File: config.mk
export PLATFORM = sky130hd
export DESIGN_NAME = io_ring_pwr_seq_flat
export DESIGN_NICKNAME = d
export VERILOG_FILES = /design/src/rtl/io_ring_pkg.sv /design/src/rtl/io_ring_pwr_seq_if.sv /design/src/rtl/io_ring_sync.sv /design/src/rtl/io_ring_pwr_seq.sv /design/src/flat_wrapper.sv
export SDC_FILE = /design/constraint.sdc
export NUM_CORES = 1
export LEC_CHECK = 0
export BUFFER_PORTS_ARGS = -buffer_cell sky130_fd_sc_hd__buf_2
export CORE_MARGIN = 1
export CORE_UTILIZATION = 50
export DETAILED_ROUTE_END_ITERATION = 8
export PLACE_DENSITY = 0.7
export SYNTH_ARGS = -nofsm -noshare
export SYNTH_HDL_FRONTEND = slang
export SYNTH_SLANG_ARGS = --single-unit
File: constraint.sdc
create_clock -name clk -period 2.4 [get_ports clk]
set_input_delay 0.48 -clock clk [delete_from_list [all_inputs] [get_ports clk]]
set_output_delay 0.48 -clock clk [all_outputs]
set_load 0.005 [all_outputs]
File: src/rtl/io_ring_pkg.sv
// Shared definitions for the IO-ring power sequencer.
// Contents:
//   io_seq_state_e          - sequencer state encoding, also exported on the status port
//   IO_SEQ_STABLE_CYCLES    - default rail-stable qualification time
//   IO_SEQ_STEP_CYCLES      - default dwell between sequencing steps
//   IO_SEQ_SYNC_STAGES_MIN/MAX - legal synchroniser depth range
//   max_u()                 - helper for sizing the shared counter
package io_ring_pkg;

  typedef enum logic [2:0] {
    StOff      = 3'd0,
    StDebounce = 3'd1,
    StRelIso   = 3'd2,
    StEnPads   = 3'd3,
    StOn       = 3'd4,
    StShutdown = 3'd5,
    StFault    = 3'd6
  } io_seq_state_e;

  localparam int unsigned IO_SEQ_STABLE_CYCLES   = 1024;
  localparam int unsigned IO_SEQ_STEP_CYCLES     = 16;
  localparam int unsigned IO_SEQ_SYNC_STAGES_MIN = 2;
  localparam int unsigned IO_SEQ_SYNC_STAGES_MAX = 4;

  function automatic int unsigned max_u(input int unsigned a, input int unsigned b);
    return (a > b) ? a : b;
  endfunction

endpackage

File: src/rtl/io_ring_pwr_seq_if.sv
// Control/status bundle between a power-management controller and the IO-ring sequencer.
// Signals:
//   vdd_ok_async, vddio_ok_async - raw rail power-good indications (asynchronous)
//   req_on                       - level request to power the ring up
//   fault_clr                    - single-cycle fault clear pulse
//   io_iso, io_pad_en, pwr_ready - ring control outputs from the sequencer
//   fault                        - sticky rail-loss flag
//   state                        - sequencer state for debug/status
// Modports: master = controller side, slave = sequencer side.
interface io_ring_pwr_seq_if;
  import io_ring_pkg::*;

  logic          vdd_ok_async;
  logic          vddio_ok_async;
  logic          req_on;
  logic          fault_clr;
  logic          io_iso;
  logic          io_pad_en;
  logic          pwr_ready;
  logic          fault;
  io_seq_state_e state;

  modport master (
    output vdd_ok_async,
    output vddio_ok_async,
    output req_on,
    output fault_clr,
    input  io_iso,
    input  io_pad_en,
    input  pwr_ready,
    input  fault,
    input  state
  );

  modport slave (
    input  vdd_ok_async,
    input  vddio_ok_async,
    input  req_on,
    input  fault_clr,
    output io_iso,
    output io_pad_en,
    output pwr_ready,
    output fault,
    output state
  );

endinterface

File: src/rtl/io_ring_sync.sv
// N-flop synchroniser for a single asynchronous level, synchronously reset to 0.
// Ports:
//   clk_i - destination clock
//   rst_i - synchronous active-high reset, clears every stage
//   d_i   - asynchronous input level
//   q_o   - synchronised level, STAGES clocks behind d_i
module io_ring_sync #(
  parameter int unsigned STAGES = 2
) (
  input  logic clk_i,
  input  logic rst_i,
  input  logic d_i,
  output logic q_o
);

  logic [STAGES-1:0] sync_q;

  always_ff @(posedge clk_i) begin
    if (rst_i) begin
      sync_q <= '0;
    end else begin
      sync_q <= {sync_q[STAGES-2:0], d_i};
    end
  end

  assign q_o = sync_q[STAGES-1];

endmodule

File: src/rtl/io_ring_pwr_seq.sv
// IO-ring power sequencer. Qualifies both rail power-good signals, then sequences the ring
// up (release isolation, enable pads, report ready) and down in mirror order. Any rail
// loss once isolation has been released forces the safe state immediately and latches a
// fault until it is cleared with req_on low.
// Ports:
//   clk  - block clock
//   rst  - synchronous active-high reset
//   bus  - io_ring_pwr_seq_if.slave: rail-good inputs, req_on, fault_clr, ring outputs,
//          fault flag and state; every output is registered.
module io_ring_pwr_seq
  import io_ring_pkg::*;
#(
  parameter int unsigned SYNC_STAGES   = 2,
  parameter int unsigned STABLE_CYCLES = IO_SEQ_STABLE_CYCLES,
  parameter int unsigned STEP_CYCLES   = IO_SEQ_STEP_CYCLES
) (
  input logic              clk,
  input logic              rst,
  io_ring_pwr_seq_if.slave bus
);

  localparam int unsigned CntW = $clog2(max_u(STABLE_CYCLES, STEP_CYCLES));
  localparam logic [CntW-1:0] StableLast = CntW'(STABLE_CYCLES - 1);
  localparam logic [CntW-1:0] StepLast   = CntW'(STEP_CYCLES - 1);

  if (SYNC_STAGES < IO_SEQ_SYNC_STAGES_MIN || SYNC_STAGES > IO_SEQ_SYNC_STAGES_MAX)
  begin : gen_bad_sync_stages
    $error("io_ring_pwr_seq: SYNC_STAGES out of range");
  end
  if (STABLE_CYCLES < 2) begin : gen_bad_stable_cycles
    $error("io_ring_pwr_seq: STABLE_CYCLES must be at least 2");
  end
  if (STEP_CYCLES < 1) begin : gen_bad_step_cycles
    $error("io_ring_pwr_seq: STEP_CYCLES must be at least 1");
  end

  logic vdd_ok;
  logic vddio_ok;
  logic rails_ok;
  logic rail_loss;

  io_seq_state_e   state_q;
  logic [CntW-1:0] cnt_q;
  logic [CntW-1:0] cnt_inc;
  logic            io_iso_q;
  logic            io_pad_en_q;
  logic            pwr_ready_q;
  logic            fault_q;

  io_ring_sync #(
    .STAGES(SYNC_STAGES)
  ) u_sync_vdd (
    .clk_i(clk),
    .rst_i(rst),
    .d_i  (bus.vdd_ok_async),
    .q_o  (vdd_ok)
  );

  io_ring_sync #(
    .STAGES(SYNC_STAGES)
  ) u_sync_vddio (
    .clk_i(clk),
    .rst_i(rst),
    .d_i  (bus.vddio_ok_async),
    .q_o  (vddio_ok)
  );

  always_comb begin
    rails_ok = vdd_ok & vddio_ok;
    // Rails are only trusted once isolation has been released; a drop during debounce is
    // just an unqualified rail and returns to OFF without a fault.
    rail_loss = !rails_ok && (state_q inside {StRelIso, StEnPads, StOn, StShutdown});
    cnt_inc = (cnt_q == '1) ? cnt_q : cnt_q + CntW'(1);
  end

  always_ff @(posedge clk) begin
    if (rst) begin
      state_q     <= StOff;
      cnt_q       <= '0;
      io_iso_q    <= 1'b1;
      io_pad_en_q <= 1'b0;
      pwr_ready_q <= 1'b0;
      fault_q     <= 1'b0;
    end else if (rail_loss) begin
      // Hard drop to the safe state, no stepped shutdown.
      state_q     <= StFault;
      cnt_q       <= '0;
      io_iso_q    <= 1'b1;
      io_pad_en_q <= 1'b0;
      pwr_ready_q <= 1'b0;
      fault_q     <= 1'b1;
    end else begin
      cnt_q <= cnt_inc;
      unique case (state_q)
        StOff: begin
          if (bus.req_on && rails_ok) begin
            state_q <= StDebounce;
            cnt_q   <= '0;
          end
        end
        StDebounce: begin
          if (!rails_ok || !bus.req_on) begin
            state_q <= StOff;
            cnt_q   <= '0;
          end else if (cnt_q == StableLast) begin
            state_q  <= StRelIso;
            cnt_q    <= '0;
            io_iso_q <= 1'b0;
          end
        end
        StRelIso: begin
          if (cnt_q == StepLast) begin
            state_q     <= StEnPads;
            cnt_q       <= '0;
            io_pad_en_q <= 1'b1;
          end
        end
        StEnPads: begin
          if (cnt_q == StepLast) begin
            state_q     <= StOn;
            cnt_q       <= '0;
            pwr_ready_q <= 1'b1;
          end
        end
        StOn: begin
          if (!bus.req_on) begin
            state_q     <= StShutdown;
            cnt_q       <= '0;
            io_pad_en_q <= 1'b0;
            pwr_ready_q <= 1'b0;
          end
        end
        StShutdown: begin
          // A re-request here is ignored; the ring always lands in OFF first.
          if (cnt_q == StepLast) begin
            state_q  <= StOff;
            cnt_q    <= '0;
            io_iso_q <= 1'b1;
          end
        end
        StFault: begin
          if (bus.fault_clr && !bus.req_on) begin
            state_q <= StOff;
            cnt_q   <= '0;
            fault_q <= 1'b0;
          end
        end
        default: begin
          state_q     <= StOff;
          cnt_q       <= '0;
          io_iso_q    <= 1'b1;
          io_pad_en_q <= 1'b0;
          pwr_ready_q <= 1'b0;
        end
      endcase
    end
  end

  assign bus.state     = state_q;
  assign bus.io_iso    = io_iso_q;
  assign bus.io_pad_en = io_pad_en_q;
  assign bus.pwr_ready = pwr_ready_q;
  assign bus.fault     = fault_q;

endmodule

File: src/flat_wrapper.sv
// flat-port wrapper written by rule: the top's interface ports become plain ports
module io_ring_pwr_seq_flat import io_ring_pkg::*;
#(
  parameter int unsigned SYNC_STAGES   = 2,
  parameter int unsigned STABLE_CYCLES = IO_SEQ_STABLE_CYCLES,
  parameter int unsigned STEP_CYCLES   = IO_SEQ_STEP_CYCLES
)
  (clk, rst, bus_vdd_ok_async, bus_vddio_ok_async, bus_req_on, bus_fault_clr, bus_io_iso, bus_io_pad_en, bus_pwr_ready, bus_fault, bus_state);
  io_ring_pwr_seq_if bus_i ();
  input logic clk;
  input logic rst;
  input wire logic [$bits(bus_i.vdd_ok_async)-1:0] bus_vdd_ok_async;
  input wire logic [$bits(bus_i.vddio_ok_async)-1:0] bus_vddio_ok_async;
  input wire logic [$bits(bus_i.req_on)-1:0] bus_req_on;
  input wire logic [$bits(bus_i.fault_clr)-1:0] bus_fault_clr;
  output wire logic [$bits(bus_i.io_iso)-1:0] bus_io_iso;
  output wire logic [$bits(bus_i.io_pad_en)-1:0] bus_io_pad_en;
  output wire logic [$bits(bus_i.pwr_ready)-1:0] bus_pwr_ready;
  output wire logic [$bits(bus_i.fault)-1:0] bus_fault;
  output wire logic [$bits(bus_i.state)-1:0] bus_state;
  assign bus_i.vdd_ok_async = bus_vdd_ok_async;
  assign bus_i.vddio_ok_async = bus_vddio_ok_async;
  assign bus_i.req_on = bus_req_on;
  assign bus_i.fault_clr = bus_fault_clr;
  assign bus_io_iso = bus_i.io_iso;
  assign bus_io_pad_en = bus_i.io_pad_en;
  assign bus_pwr_ready = bus_i.pwr_ready;
  assign bus_fault = bus_i.fault;
  assign bus_state = bus_i.state;
  io_ring_pwr_seq #(.SYNC_STAGES(SYNC_STAGES), .STABLE_CYCLES(STABLE_CYCLES), .STEP_CYCLES(STEP_CYCLES)) u_core (.clk(clk), .rst(rst), .bus(bus_i));
endmodule
==> impl_summary.md <==
Clock tree
The number of sinks on the clock net is 21. Buffers added to address setup during post-CTS repair amount to 0. The cell chosen for the clock root is clkbuf_4. The clock latency of the later-clocked register in the worst-skew pair is roughly 0.30 ns. The clock slew at the register clock pins of the worst setup and hold paths is 0.11 ns. In this run the deepest clock path goes through 2 buffers. Counting the buffers created by CTS gives 3. The post-cts resize count is 0. The depth of the CTS H-tree is 1. For this design, the CTS-stage hold fixing added 0 buffers. The CTS tree is built.

Global routing
The largest net degree at the start of global routing is 17. The first global-routing pass estimated 3710 microns of wire. Global routing finished with a remaining overflow of 0. The via count of the first global-routing pass is 851.

The overall fraction of global-route tracks in use is about a fifth. The number of antenna violations at the first check in global routing is 0.

Placed design
During placement, the flow inserted port buffers numbering 12. Summed over all nets, the half-perimeter wirelength after detailed placement is 1610 microns. The worst slack at placement is 0.471 ns. The final weighted congestion in routability-driven placement is roughly 0.81.

Worst setup path
The endpoint of the worst register-to-register path is u_core.cnt_q[4]$_SDFF_PP0_. STA puts the critical path data required time at ~2.6 ns. The worst setup path is of the reg2reg kind. The startpoint kind of the worst setup timing path is a flip-flop. The maximum single-stage delay on the critical path is 0.57 ns. The arrival time of data at the critical path endpoint is 2.15 ns. Among all stages on the critical path, the largest delay is contributed by or4_4. Along the worst path, the maximum fanout reaches 9. The worst register-to-register path begins at u_core.cnt_q[9]$_SDFF_PP0_. In this run the worst setup path begins at u_core.cnt_q[9]$_SDFF_PP0_. The register-to-register setup slack is roughly 0.44 ns. The critical path endpoint category is a flip-flop. The depth of the worst register-to-register path is 5. The most critical setup path has its endpoint at u_core.cnt_q[4]$_SDFF_PP0_.

The critical path goes through or4_4 > nor4_4 > o221ai_2 > o211ai_4 > nor3_1.

Yosys
The register bit total from synthesis is 21. The count of warnings emitted by yosys is 0. The number of nets in the synthesized netlist is 137. Counting every instance in the synthesized netlist gives roughly 130.

After synthesis, flip-flops and latches occupy ~38% of the total area. After synthesis, the mean cell area works out to 8.47 sq um. The mapped netlist covers 1090 sq um. Of all flip-flops after synthesis, the portion carrying an async set or reset was 0%. The netlist uses 41 different library cells. In the synthesized netlist the dominant register cell turns out to be dfxtp_1. The number of enable flip-flop cells after synthesis is 0.

Floorplanning
Once the floorplan was initialized, standard cells occupied 54.6% of the core. The number of top-level pins is 13. The die covers 2380 sq um. The die is 48.7 microns wide. In this run the core area contains 16 standard-cell rows.

The die is 48.7 microns tall. The placeable core region is 2000 sq um.

STA
The count of endpoints failing hold in the final timing report is 0. The worst path needs between 1.5 and 2 ns of the cycle, external delays included. The clock arrives with approximately 0.0024 ns of skew.

The max-slew headroom at the worst pin is 66.0%. The number of pins with negative max-slew slack in the final report is 0. After layout, the worst path uses 81.8% of the clock period. Setup violations remaining at the end of the flow were counted as 0. The least setup slack across all paths after layout is between 0.4 and 0.5 ns. After routing, the total negative slack on setup checks comes to 0 ns. The tightest hold path in the finished design has a slack of 0.396 ns. At the pin with the least slew margin, the transition time is 0.509 ns. Setup repair after global routing left no endpoint under its margin. Timing would allow up to 510 MHz.

Routing
After detailed routing, the number of vias per cell comes to 5.95. Dividing the detail-routed wire length by the instance count gives ~13 microns. In the routed design, unresolved DRC markers number 0. The number of vias after detailed routing is 999. The length of the first detailed-routing pass in iterations is 4. The first routing iteration left 35 violations. Once detail routing completed, the nets flagged for antenna violations numbered 0. The wire length reported by the detailed router is 2220 microns.

Layout
The area growth from synthesis to layout is 10.2%. The fraction of final layout cells with drive strength greater than 1 is 17.0%. The commonest non-fill, non-tap cell in the layout is dfxtp_1. The number of nets in the layout is 150.

Cells fill 60.1% of the core in the end. The total inserted antenna cells is 0. The count of fill cells added during filler insertion is 182. The top cell types in the final layout, fill and taps aside, are dfxtp_1, nand2_1, buf_2.

Run status
The flow ran to the end, and the final reports show no timing, DRC or antenna violations.

Job
The tool flagged a number of max-cap violations equal to 0.

Pwr
The sum of internal, switching and leakage power is 0.00108 W. The total leakage power is 0.451 nW. The worst-case IR drop observed on VDD is 0.000596 V. For this design the ratio of total power to cell area is 894 nW/um^2.

Min path
In this run the worst hold path is classified as in2reg.
## synthesized netlist by cell type (3+ instances only)
master	number	share of area, %
nand2_1	16	5.5
nor2_1	11	3.8
inv_1	5	1.7
nor3_1	3	1.4
and3_1	3	1.7
dfxtp_1	21	38
nand3_1	8	3.7
a31oi_1	3	1.7
clkbuf_1	5	1.7
nor2b_1	6	3.4
o21ai_0	3	1.4
a21oi_1	8	3.7
## worst min path at each step
| stage | from | endpoint | cells past startpoint |
|---|---|---|---|
| floorplan | u_core.u_sync_vdd.sync_q[0]$_SDFF_PP0_ | u_core.u_sync_vdd.sync_q[1]$_SDFF_PP0_ | 1 |
| global placement | u_core.u_sync_vddio.sync_q[0]$_SDFF_PP0_ | u_core.u_sync_vddio.sync_q[1]$_SDFF_PP0_ | 1 |
| detailed placement | u_core.u_sync_vdd.sync_q[0]$_SDFF_PP0_ | u_core.u_sync_vdd.sync_q[1]$_SDFF_PP0_ | 1 |
| CTS | bus_vdd_ok_async | u_core.u_sync_vdd.sync_q[0]$_SDFF_PP0_ | 2 |
| global route | bus_vdd_ok_async | u_core.u_sync_vdd.sync_q[0]$_SDFF_PP0_ | 2 |
| finish | bus_vdd_ok_async | u_core.u_sync_vdd.sync_q[0]$_SDFF_PP0_ | 2 |
## worst max-delay path, delay by kind of cell, from the launching register on
| kind | cells | cell delay [ns] |
|---|---|---|
| and+or+nand+nor | 3 | 0.95 |
| AOI/OAI and AO/OA | 2 | 0.52 |
| DFF | 1 | 0.38 |
## cell families after synthesis
group / Yosys count / share of synthesized area [%]
adder cells (fa/ha/maj): 2 / 2.29
AO/OA/AOI/OAI: 31 / 21.7
multiplexers: 3 / 2.86
XOR/XNOR: 3 / 2.41
AND/OR/NAND/NOR: 58 / 28.4
flip-flops: 21 / 38.5
buffers and inverters: 11 / 3.89
## report_power, final
part	switching (W)	total, W	internal (W)
registers	0.0000641	0.000453	0.000389
clock network	0.000105	0.000170	0.0000649
logic	0.000261	0.000454	0.000193
## area by class of cell
type | count | area, sq um | area share, %
Multi-Input combinational cell | 97 | 629 | 52.3
Timing Repair Buffer | 14 | 75.1 | 6.24
Tap cell | 27 | 33.8 | 2.81
Inverter | 5 | 18.8 | 1.56
Sequential cell | 21 | 420 | 34.9
Clock buffer | 4 | 26.3 | 2.18
## stage by stage
step | std cells | instance area [sq um]
3_3_place_gp | 164 | 1180
4_1_cts | 168 | 1200
6_report | 168 | 1200
3_5_place_dp | 164 | 1180
2_1_floorplan | 129 | 1090
5_1_grt | 168 | 1200
## flip-flops by register name, summed over array words and instances, names as in the netlist
| register | count |
|---|---|
| u_core.bus.io_pad_en | 1 |
| u_core.bus.fault | 1 |
| u_core.bus.state | 3 |
| u_core.bus.io_iso | 1 |
| u_core.u_sync_vdd.sync_q | 2 |
| u_core.bus.pwr_ready | 1 |
| u_core.cnt_q | 10 |
| u_core.u_sync_vddio.sync_q | 2 |
## per-layer routing
layer / up-vias / wire length [microns] / track usage [%]
met2: 23 / 995 / 33.3
met4: 0 / 33 / 7.35
met3: 5 / 94 / 3.77
met1: 473 / 1090 / 26.7
li1: 498 / - / -
met5: - / 0 / 0
Note: power is estimated with default switching activity, not from simulation.
